## config.mk

```make
export PLATFORM = sky130hd
export DESIGN_NAME = work_scheduler_flat
export DESIGN_NICKNAME = d
export VERILOG_FILES = /design/src/rtl/work_scheduler_if.sv /design/src/rtl/work_scheduler.sv /design/src/flat_wrapper.sv
export SDC_FILE = /design/constraint.sdc
export NUM_CORES = 1
export LEC_CHECK = 0
export CORE_AREA = 4 4 610 612
export CTS_CLUSTER_DIAMETER = 100
export CTS_CLUSTER_SIZE = 30
export DETAILED_ROUTE_END_ITERATION = 10
export DIE_AREA = 0 0 614 616
export GPL_TIMING_DRIVEN = 0
export SYNTH_ARGS = -nofsm -noshare
export SYNTH_HDL_FRONTEND = slang
export SYNTH_SLANG_ARGS = --single-unit
```

## constraint.sdc

```tcl
create_clock -name clk -period 25.7 [get_ports clk]
set_input_delay 5.14 -clock clk [delete_from_list [all_inputs] [get_ports clk]]
set_output_delay 5.14 -clock clk [all_outputs]
set_load 0.02 [all_outputs]
```

## src/rtl/work_scheduler_if.sv

```systemverilog
// rtl/work_scheduler_if.sv - handshake bundle between work_scheduler, the host link and the hashing cores
//
// Purpose: groups the host-side work/result signals and the per-core control
// and result handshakes so the scheduler and its neighbours share one port.
// Ports (signals):
//   new_work, work_data       host -> scheduler: work block pulse and 640-bit block
//   core_header               scheduler -> cores: latched header bytes 0..75
//   core_start, core_abort    scheduler -> cores: start / abort pulses
//   core_base                 scheduler -> cores: per-core start nonce
//   core_found, core_nonce    cores -> scheduler: found level and nonce
//   core_ack                  scheduler -> cores: one-hot grant
//   core_done                 cores -> scheduler: range exhausted pulse
//   new_result, result_data   scheduler -> host: result pulse and nonce
//   busy, exhausted           scheduler status
// Modports: master = scheduler view, slave = host/core view.

interface work_scheduler_if #(
  parameter int NUM_CORES = 4
);
  logic                      new_work;
  logic [639:0]              work_data;
  logic [607:0]              core_header;
  logic                      core_start;
  logic                      core_abort;
  logic [NUM_CORES*32-1:0]   core_base;
  logic [NUM_CORES-1:0]      core_found;
  logic [NUM_CORES*32-1:0]   core_nonce;
  logic [NUM_CORES-1:0]      core_ack;
  logic [NUM_CORES-1:0]      core_done;
  logic                      new_result;
  logic [31:0]               result_data;
  logic                      busy;
  logic                      exhausted;

  modport master (
    input  new_work, work_data, core_found, core_nonce, core_done,
    output core_header, core_start, core_abort, core_base, core_ack,
           new_result, result_data, busy, exhausted
  );

  modport slave (
    output new_work, work_data, core_found, core_nonce, core_done,
    input  core_header, core_start, core_abort, core_base, core_ack,
           new_result, result_data, busy, exhausted
  );
endinterface

```

## src/rtl/work_scheduler.sv

```systemverilog
// rtl/work_scheduler.sv - distributes work to hashing cores and funnels found nonces to the host
//
// Purpose: latches the work header, starts NUM_CORES cores on equal slices of
// the nonce space, round-robin arbitrates their found handshakes into a small
// FIFO and drains it as new_result pulses spaced at least RESULT_GAP cycles.
// Ports:
//   clk  system clock
//   rst  asynchronous active-high reset
//   bus  work_scheduler_if.master (host work/result signals, core handshakes)
// FIFO_DEPTH must be a power of two, at least 2.

module work_scheduler #(
  parameter int NUM_CORES  = 4,
  parameter int FIFO_DEPTH = 8,
  parameter int RESULT_GAP = 32768
) (
  input logic              clk,
  input logic              rst,
  work_scheduler_if.master bus
);
  localparam int RRW        = (NUM_CORES > 1) ? $clog2(NUM_CORES) : 1;
  localparam int AW         = $clog2(FIFO_DEPTH);
  localparam int PW         = AW + 1;
  localparam int BASE_SHIFT = 32 - $clog2(NUM_CORES);
  localparam logic [NUM_CORES-1:0] ALL_DONE = '1;

  typedef enum logic [1:0] {IDLE, LOAD, RUN} state_t;

  state_t                 state, state_nxt;
  logic [607:0]           header;
  logic [NUM_CORES-1:0]   done_mask;
  logic [RRW-1:0]         rr;
  logic [31:0]            fifo_mem [FIFO_DEPTH];
  logic [PW-1:0]          wr_ptr, rd_ptr;
  logic [15:0]            gap_cnt;
  logic                   fifo_full, fifo_empty, abort, pop;
  logic                   grant_any;
  logic [RRW-1:0]         grant_idx, cand;
  logic [NUM_CORES-1:0]   grant_oh;
  logic [31:0]            push_data;

  // Pointers carry one extra wrap bit so full and empty are distinguishable.
  assign fifo_empty = (wr_ptr == rd_ptr);
  assign fifo_full  = ((wr_ptr - rd_ptr) == PW'(FIFO_DEPTH));
  assign abort      = (state == RUN) && bus.new_work;
  assign pop        = !fifo_empty && (gap_cnt == 16'd0);

  // Each core owns an equal, contiguous slice of the nonce space; a shift of
  // 32 (single core) yields base 0.
  for (genvar i = 0; i < NUM_CORES; i++) begin : g_base
    assign bus.core_base[32*i +: 32] = 32'(i) << BASE_SHIFT;
  end

  // Round-robin search starting just above the last granted core. Grants are
  // withheld while the FIFO is full so requesting cores simply keep waiting.
  always_comb begin
    grant_any = 1'b0;
    grant_idx = '0;
    cand      = '0;
    grant_oh  = '0;
    push_data = '0;
    if ((state == RUN) && !bus.new_work && !fifo_full) begin
      for (int k = 1; k <= NUM_CORES; k++) begin
        cand = RRW'((int'(rr) + k) % NUM_CORES);
        if (!grant_any && bus.core_found[cand]) begin
          grant_any = 1'b1;
          grant_idx = cand;
        end
      end
    end
    if (grant_any) grant_oh[grant_idx] = 1'b1;
    for (int i = 0; i < NUM_CORES; i++) begin
      if (grant_oh[i]) push_data = bus.core_nonce[32*i +: 32];
    end
  end

  always_comb begin
    state_nxt      = state;
    bus.core_start = 1'b0;
    bus.core_abort = 1'b0;
    bus.busy       = 1'b0;
    bus.exhausted  = 1'b0;
    case (state)
      IDLE: if (bus.new_work) state_nxt = LOAD;
      LOAD: begin
        bus.busy       = 1'b1;
        bus.core_start = 1'b1;
        state_nxt      = bus.new_work ? LOAD : RUN;
      end
      RUN: begin
        bus.busy = 1'b1;
        // A fresh block overrides completion detection in the same cycle.
        if (bus.new_work) begin
          bus.core_abort = 1'b1;
          state_nxt      = LOAD;
        end else if (done_mask == ALL_DONE) begin
          bus.exhausted = 1'b1;
          state_nxt     = IDLE;
        end
      end
      default: state_nxt = IDLE;
    endcase
  end

  always_ff @(posedge clk or posedge rst) begin
    if (rst) begin
      state     <= IDLE;
      header    <= '0;
      done_mask <= '0;
      rr        <= RRW'(NUM_CORES - 1);
      wr_ptr    <= '0;
      rd_ptr    <= '0;
      gap_cnt   <= '0;
    end else begin
      state <= state_nxt;
      if (bus.new_work) header <= bus.work_data[607:0];
      if (state == LOAD) done_mask <= '0;
      else if (state == RUN) done_mask <= done_mask | bus.core_done;
      if (grant_any) rr <= grant_idx;
      // Abort discards queued results of the old work; the gap timer keeps
      // running so the host's result copy stays protected.
      if (abort) begin
        wr_ptr <= '0;
        rd_ptr <= '0;
      end else begin
        if (grant_any) wr_ptr <= wr_ptr + 1'b1;
        if (pop) rd_ptr <= rd_ptr + 1'b1;
      end
      if (pop) gap_cnt <= 16'(RESULT_GAP - 1);
      else if (gap_cnt != 16'd0) gap_cnt <= gap_cnt - 16'd1;
    end
  end

  always_ff @(posedge clk) begin
    if (grant_any) fifo_mem[wr_ptr[AW-1:0]] <= push_data;
  end

  assign bus.core_header = header;
  assign bus.core_ack    = grant_oh;
  assign bus.new_result  = pop;
  assign bus.result_data = pop ? fifo_mem[rd_ptr[AW-1:0]] : 32'd0;
endmodule

```

## src/flat_wrapper.sv

```systemverilog
// flat-port wrapper written by rule: the top's interface ports become plain ports
module work_scheduler_flat 
#(
  parameter int NUM_CORES  = 4,
  parameter int FIFO_DEPTH = 8,
  parameter int RESULT_GAP = 32768
)
  (clk, rst, bus_new_work, bus_work_data, bus_core_found, bus_core_nonce, bus_core_done, bus_core_header, bus_core_start, bus_core_abort, bus_core_base, bus_core_ack, bus_new_result, bus_result_data, bus_busy, bus_exhausted);
  work_scheduler_if #(.NUM_CORES(NUM_CORES)) bus_i ();
  input logic clk;
  input logic rst;
  input wire logic [$bits(bus_i.new_work)-1:0] bus_new_work;
  input wire logic [$bits(bus_i.work_data)-1:0] bus_work_data;
  input wire logic [$bits(bus_i.core_found)-1:0] bus_core_found;
  input wire logic [$bits(bus_i.core_nonce)-1:0] bus_core_nonce;
  input wire logic [$bits(bus_i.core_done)-1:0] bus_core_done;
  output wire logic [$bits(bus_i.core_header)-1:0] bus_core_header;
  output wire logic [$bits(bus_i.core_start)-1:0] bus_core_start;
  output wire logic [$bits(bus_i.core_abort)-1:0] bus_core_abort;
  output wire logic [$bits(bus_i.core_base)-1:0] bus_core_base;
  output wire logic [$bits(bus_i.core_ack)-1:0] bus_core_ack;
  output wire logic [$bits(bus_i.new_result)-1:0] bus_new_result;
  output wire logic [$bits(bus_i.result_data)-1:0] bus_result_data;
  output wire logic [$bits(bus_i.busy)-1:0] bus_busy;
  output wire logic [$bits(bus_i.exhausted)-1:0] bus_exhausted;
  assign bus_i.new_work = bus_new_work;
  assign bus_i.work_data = bus_work_data;
  assign bus_i.core_found = bus_core_found;
  assign bus_i.core_nonce = bus_core_nonce;
  assign bus_i.core_done = bus_core_done;
  assign bus_core_header = bus_i.core_header;
  assign bus_core_start = bus_i.core_start;
  assign bus_core_abort = bus_i.core_abort;
  assign bus_core_base = bus_i.core_base;
  assign bus_core_ack = bus_i.core_ack;
  assign bus_new_result = bus_i.new_result;
  assign bus_result_data = bus_i.result_data;
  assign bus_busy = bus_i.busy;
  assign bus_exhausted = bus_i.exhausted;
  work_scheduler #(.NUM_CORES(NUM_CORES), .FIFO_DEPTH(FIFO_DEPTH), .RESULT_GAP(RESULT_GAP)) u_core (.clk(clk), .rst(rst), .bus(bus_i));
endmodule
```

==> results.sh <==
export IMPL_maxSlewViolCount=0
export IMPL_place_area_sq_um=56800
export IMPL_routed_wl_microns=287000
export IMPL_seq_area_frac_synth=0.662
export IMPL_viasPerCell=3.08
export IMPL_worst_ep_arrival_time_ns=8.94
export IMPL_hold_path_class="reg -> reg"
export IMPL_synth_flop_cell="dfrtp_1"
export IMPL_io_buffers=1395
export IMPL_cts_clk_slew_worst_paths_ns=0.10
export IMPL_cellPowerDensity_nw_per_um2=64.4
export IMPL_multiInputGateArea_sq_um=11100
export IMPL_syn2layout_area_growth_pct=65.7
export IMPL_synth_edf_count=256
export IMPL_worstSetupPathType="in -> out"
export IMPL_overflow=0
export IMPL_finalNetCount=4595
export IMPL_postCtsSetupBuffers=0
export IMPL_cts_made_buffers=59
export IMPL_hold_viol=0
export IMPL_fmax_ghz=0.0710
export IMPL_crit_top_cell="clkdlybuf4s50_1"
export IMPL_drtIter0Drc=1626
export IMPL_yosys_area_share_adder=0.00349
export IMPL_p_sw_frac=0.339
export IMPL_slew_headroom=0.110
export IMPL_cts_tree="done"
export IMPL_leakage_nw=21.9
export IMPL_finClkSkew_ns=0.0521
export IMPL_cp_slowest_stage_delay_ns=0.94
export IMPL_power_switching_w=0.00129
export IMPL_grt_pass1_vias=27564
export IMPL_synth_mux_area_fraction=0.251
export IMPL_num_io_pins=1556
export IMPL_synthSimpleGateAreaFrac=0.0219
export IMPL_core_rowCount=223
export IMPL_drive_gt1_frac=0.256
export IMPL_synth_most_common_cell="dfrtp_1"
export IMPL_grt_antenna_before_repair=257
export IMPL_synthArstFlopShare=0.714
export IMPL_syn_inst=2185
export IMPL_drt_pre_antenna_iters=6
export IMPL_chipHeight_microns=616
export IMPL_preCtsSetupSlack_ns=11.11
export IMPL_die_area_sq_um=378000
export IMPL_synth_xor_area_share=0.000733
export IMPL_wl_per_cell_microns=32.9
export IMPL_cts_sinks=896
export IMPL_p_int_w=0.00253
export IMPL_yosys_warnings=0
export IMPL_critPathCaptureType="output pin"
export IMPL_synthTopCellsByCount="dfrtp_1, mux2_2, edfxtp_1, buf_4, clkbuf_1"
export IMPL_vias=26859
export IMPL_grt_pass1_wl_microns=350000
export IMPL_cts_hold_buffers=0
export IMPL_cts_max_level=2
export IMPL_synth_seq_cells=896
export IMPL_fin_ws_ns=11.62
export IMPL_drc_errors=0
export IMPL_crit_chain="clkdlybuf4s50_1 > buf_2 > clkbuf_1 > nand2_1 > inv_1 > clkdlybuf4s50_1"
export IMPL_synth_top_area_cell="dfrtp_1"
export IMPL_start_kind="input pin"
export IMPL_min_period_ns=14.08
export IMPL_combPwrFrac=0.252
export IMPL_clock_latency_ns=0.77
export IMPL_min_period_over_period=0.548
export IMPL_grt_setup_unrepaired="false"
export IMPL_finalSetupViolations=0
export IMPL_drtAntennaViolNets=0
export IMPL_pwr_share_clk=0.312
export IMPL_path_max_fanout=11
export IMPL_synth_top_family_by_area="multiplexers"
export IMPL_avgSynthCellArea_sq_um=16.4
export IMPL_dp_hpwl_microns=257000
export IMPL_fill_cells=40186
export IMPL_cts_root_buffer="clkbuf_16"
export IMPL_grt_max_degree=119
export IMPL_syn_area_sq_um=35800
export IMPL_start_util=0.0975
export IMPL_worst_pin_slew_ns=1.34
export IMPL_p_seq_frac=0.436
export IMPL_synth_top_area_share=0.446
export IMPL_die_x_microns=614
export IMPL_regArea_sq_um=23700
export IMPL_coreArea_sq_um=367000
export IMPL_track_usage=0.146
export IMPL_design_area_sq_um=59400
export IMPL_worst_path_max_delay_cell="clkbuf_1"
export IMPL_cts_resized=0
export IMPL_required_ns=20.56
export IMPL_cts_buffer_depth=3
export IMPL_vdd_drop_max_mv=0.0730
export IMPL_synthTopCellsByArea="dfrtp_1, edfxtp_1, mux2_2"
export IMPL_synth_compound_area_frac=0.0190
export IMPL_outcome="finished clean"
export IMPL_yosys_cell_types_count=49
export IMPL_cap_violations=0
export IMPL_gp_congestion=0.927
## power by group through the flow
| stage | combinational (W) | sequential (W) | clock, W |
|---|---|---|---|
| after floorplan | 0.000280 | 0.00179 | 0 |
| after global placement | 0.000965 | 0.00169 | 0 |
| after detailed placement | 0.000981 | 0.00169 | 0 |
| after CTS | 0.000986 | 0.00167 | 0.00125 |
| after global routing | 0.00101 | 0.00168 | 0.00129 |
| final | 0.000963 | 0.00166 | 0.00119 |
## layout make-up
cell class | count | share of cell area
flip-flops and latches | 896 | 0.399
clock buffers | 68 | 0.0263
well taps | 4837 | 0.102
inverters | 13 | 0.000949
repair buffers | 1434 | 0.243
diodes | 39 | 0.00164
multi-input cells | 1161 | 0.187
plain buffers | 241 | 0.0247
clock inverters | 43 | 0.0146
## routing by layer
metal | share of wire | vias to the layer above | track usage
li1 | - | 11016 | -
met1 | 0.36 | 13764 | 0.160
met2 | 0.47 | 1449 | 0.241
met3 | 0.13 | 492 | 0.0860
met4 | 0.030 | 138 | 0.0356
met5 | 0.0031 | - | 0
## stage by stage
| stage | TNS (ns) | total power [W] | std cells | util | hold slack [ns] |
|---|---|---|---|---|---|
| detailed placement | 0 | 0.00267 | 8582 | 0.155 | 0.494 |
| global placement | -4122.57 | 0.00266 | 8543 | 0.153 | 0.464 |
| floorplan | 0 | 0.00207 | 2311 | - | 0.442 |
| finish | 0 | 0.00382 | 8732 | 0.162 | 0.500 |
| CTS | 0 | 0.00390 | 8693 | 0.161 | 0.507 |
| global route | 0 | 0.00398 | 8708 | 0.161 | 0.525 |
## state kept, by name, summed over array words and instances, names as in the netlist
| register | cells |
|---|---|
| u_core.gap_cnt | 16 |
| u_core.done_mask | 4 |
| u_core.fifo_mem | 256 |
| u_core.rr | 2 |
| u_core.wr_ptr | 4 |
| u_core.bus.core_header | 608 |
| u_core.state | 2 |
| u_core.rd_ptr | 4 |
## worst paths after layout
path,startpoint,to,slack [ns],depth (start not counted)
max,bus_new_work,bus_core_abort,11.62,6
min,u_core.wr_ptr[3],u_core.wr_ptr[3],0.50,1
max reg2reg,u_core.rd_ptr[2],u_core.fifo_mem[2][12],20.73,13
min reg2reg,u_core.wr_ptr[3],u_core.wr_ptr[3],0.50,1
max in group asynchronous,rst,u_core.gap_cnt[9],18.21,6
min in group asynchronous,rst,u_core.bus.core_header[94],4.78,2
## layout by cell type (no fill, tap or decap), types with 5 or more instances in the layout
cell / instances
clkdlybuf4s50_1: 1395
inv_6: 7
conb_1: 128
or3_1: 8
buf_8: 6
a21oi_1: 60
buf_6: 8
buf_16: 6
ha_1: 10
nand3_1: 5
nand2_1: 76
o22ai_1: 33
mux2_2: 610
o21ai_0: 10
mux4_2: 64
nor2b_1: 7
nor3_1: 15
diode_2: 39
edfxtp_1: 256
buf_2: 17
nor2_1: 18
dfrtp_1: 638
clkinv_16: 14
clkbuf_16: 60
mux2i_1: 67
buf_4: 153
inv_1: 10
inv_16: 8
clkbuf_1: 85
buf_1: 8
nand2b_1: 6
## logic make-up (layout without fill, tap and decap cells)
family	after synthesis	after routing
and+or+nand+nor	160	160
adders and majority gates	10	10
muxes	741	741
xor gates and xnor gates	3	3
DFF	896	896
buffers and inverters	254	1799
other	2	167
AOI/OAI and AO/OA	119	119
## critical path: cells and delay by family
kind          cells  cell delay (ns)
buf+inv           5             3.29
simple gates      1             0.50
No activity file was read; power rests on OpenSTA's default activity.
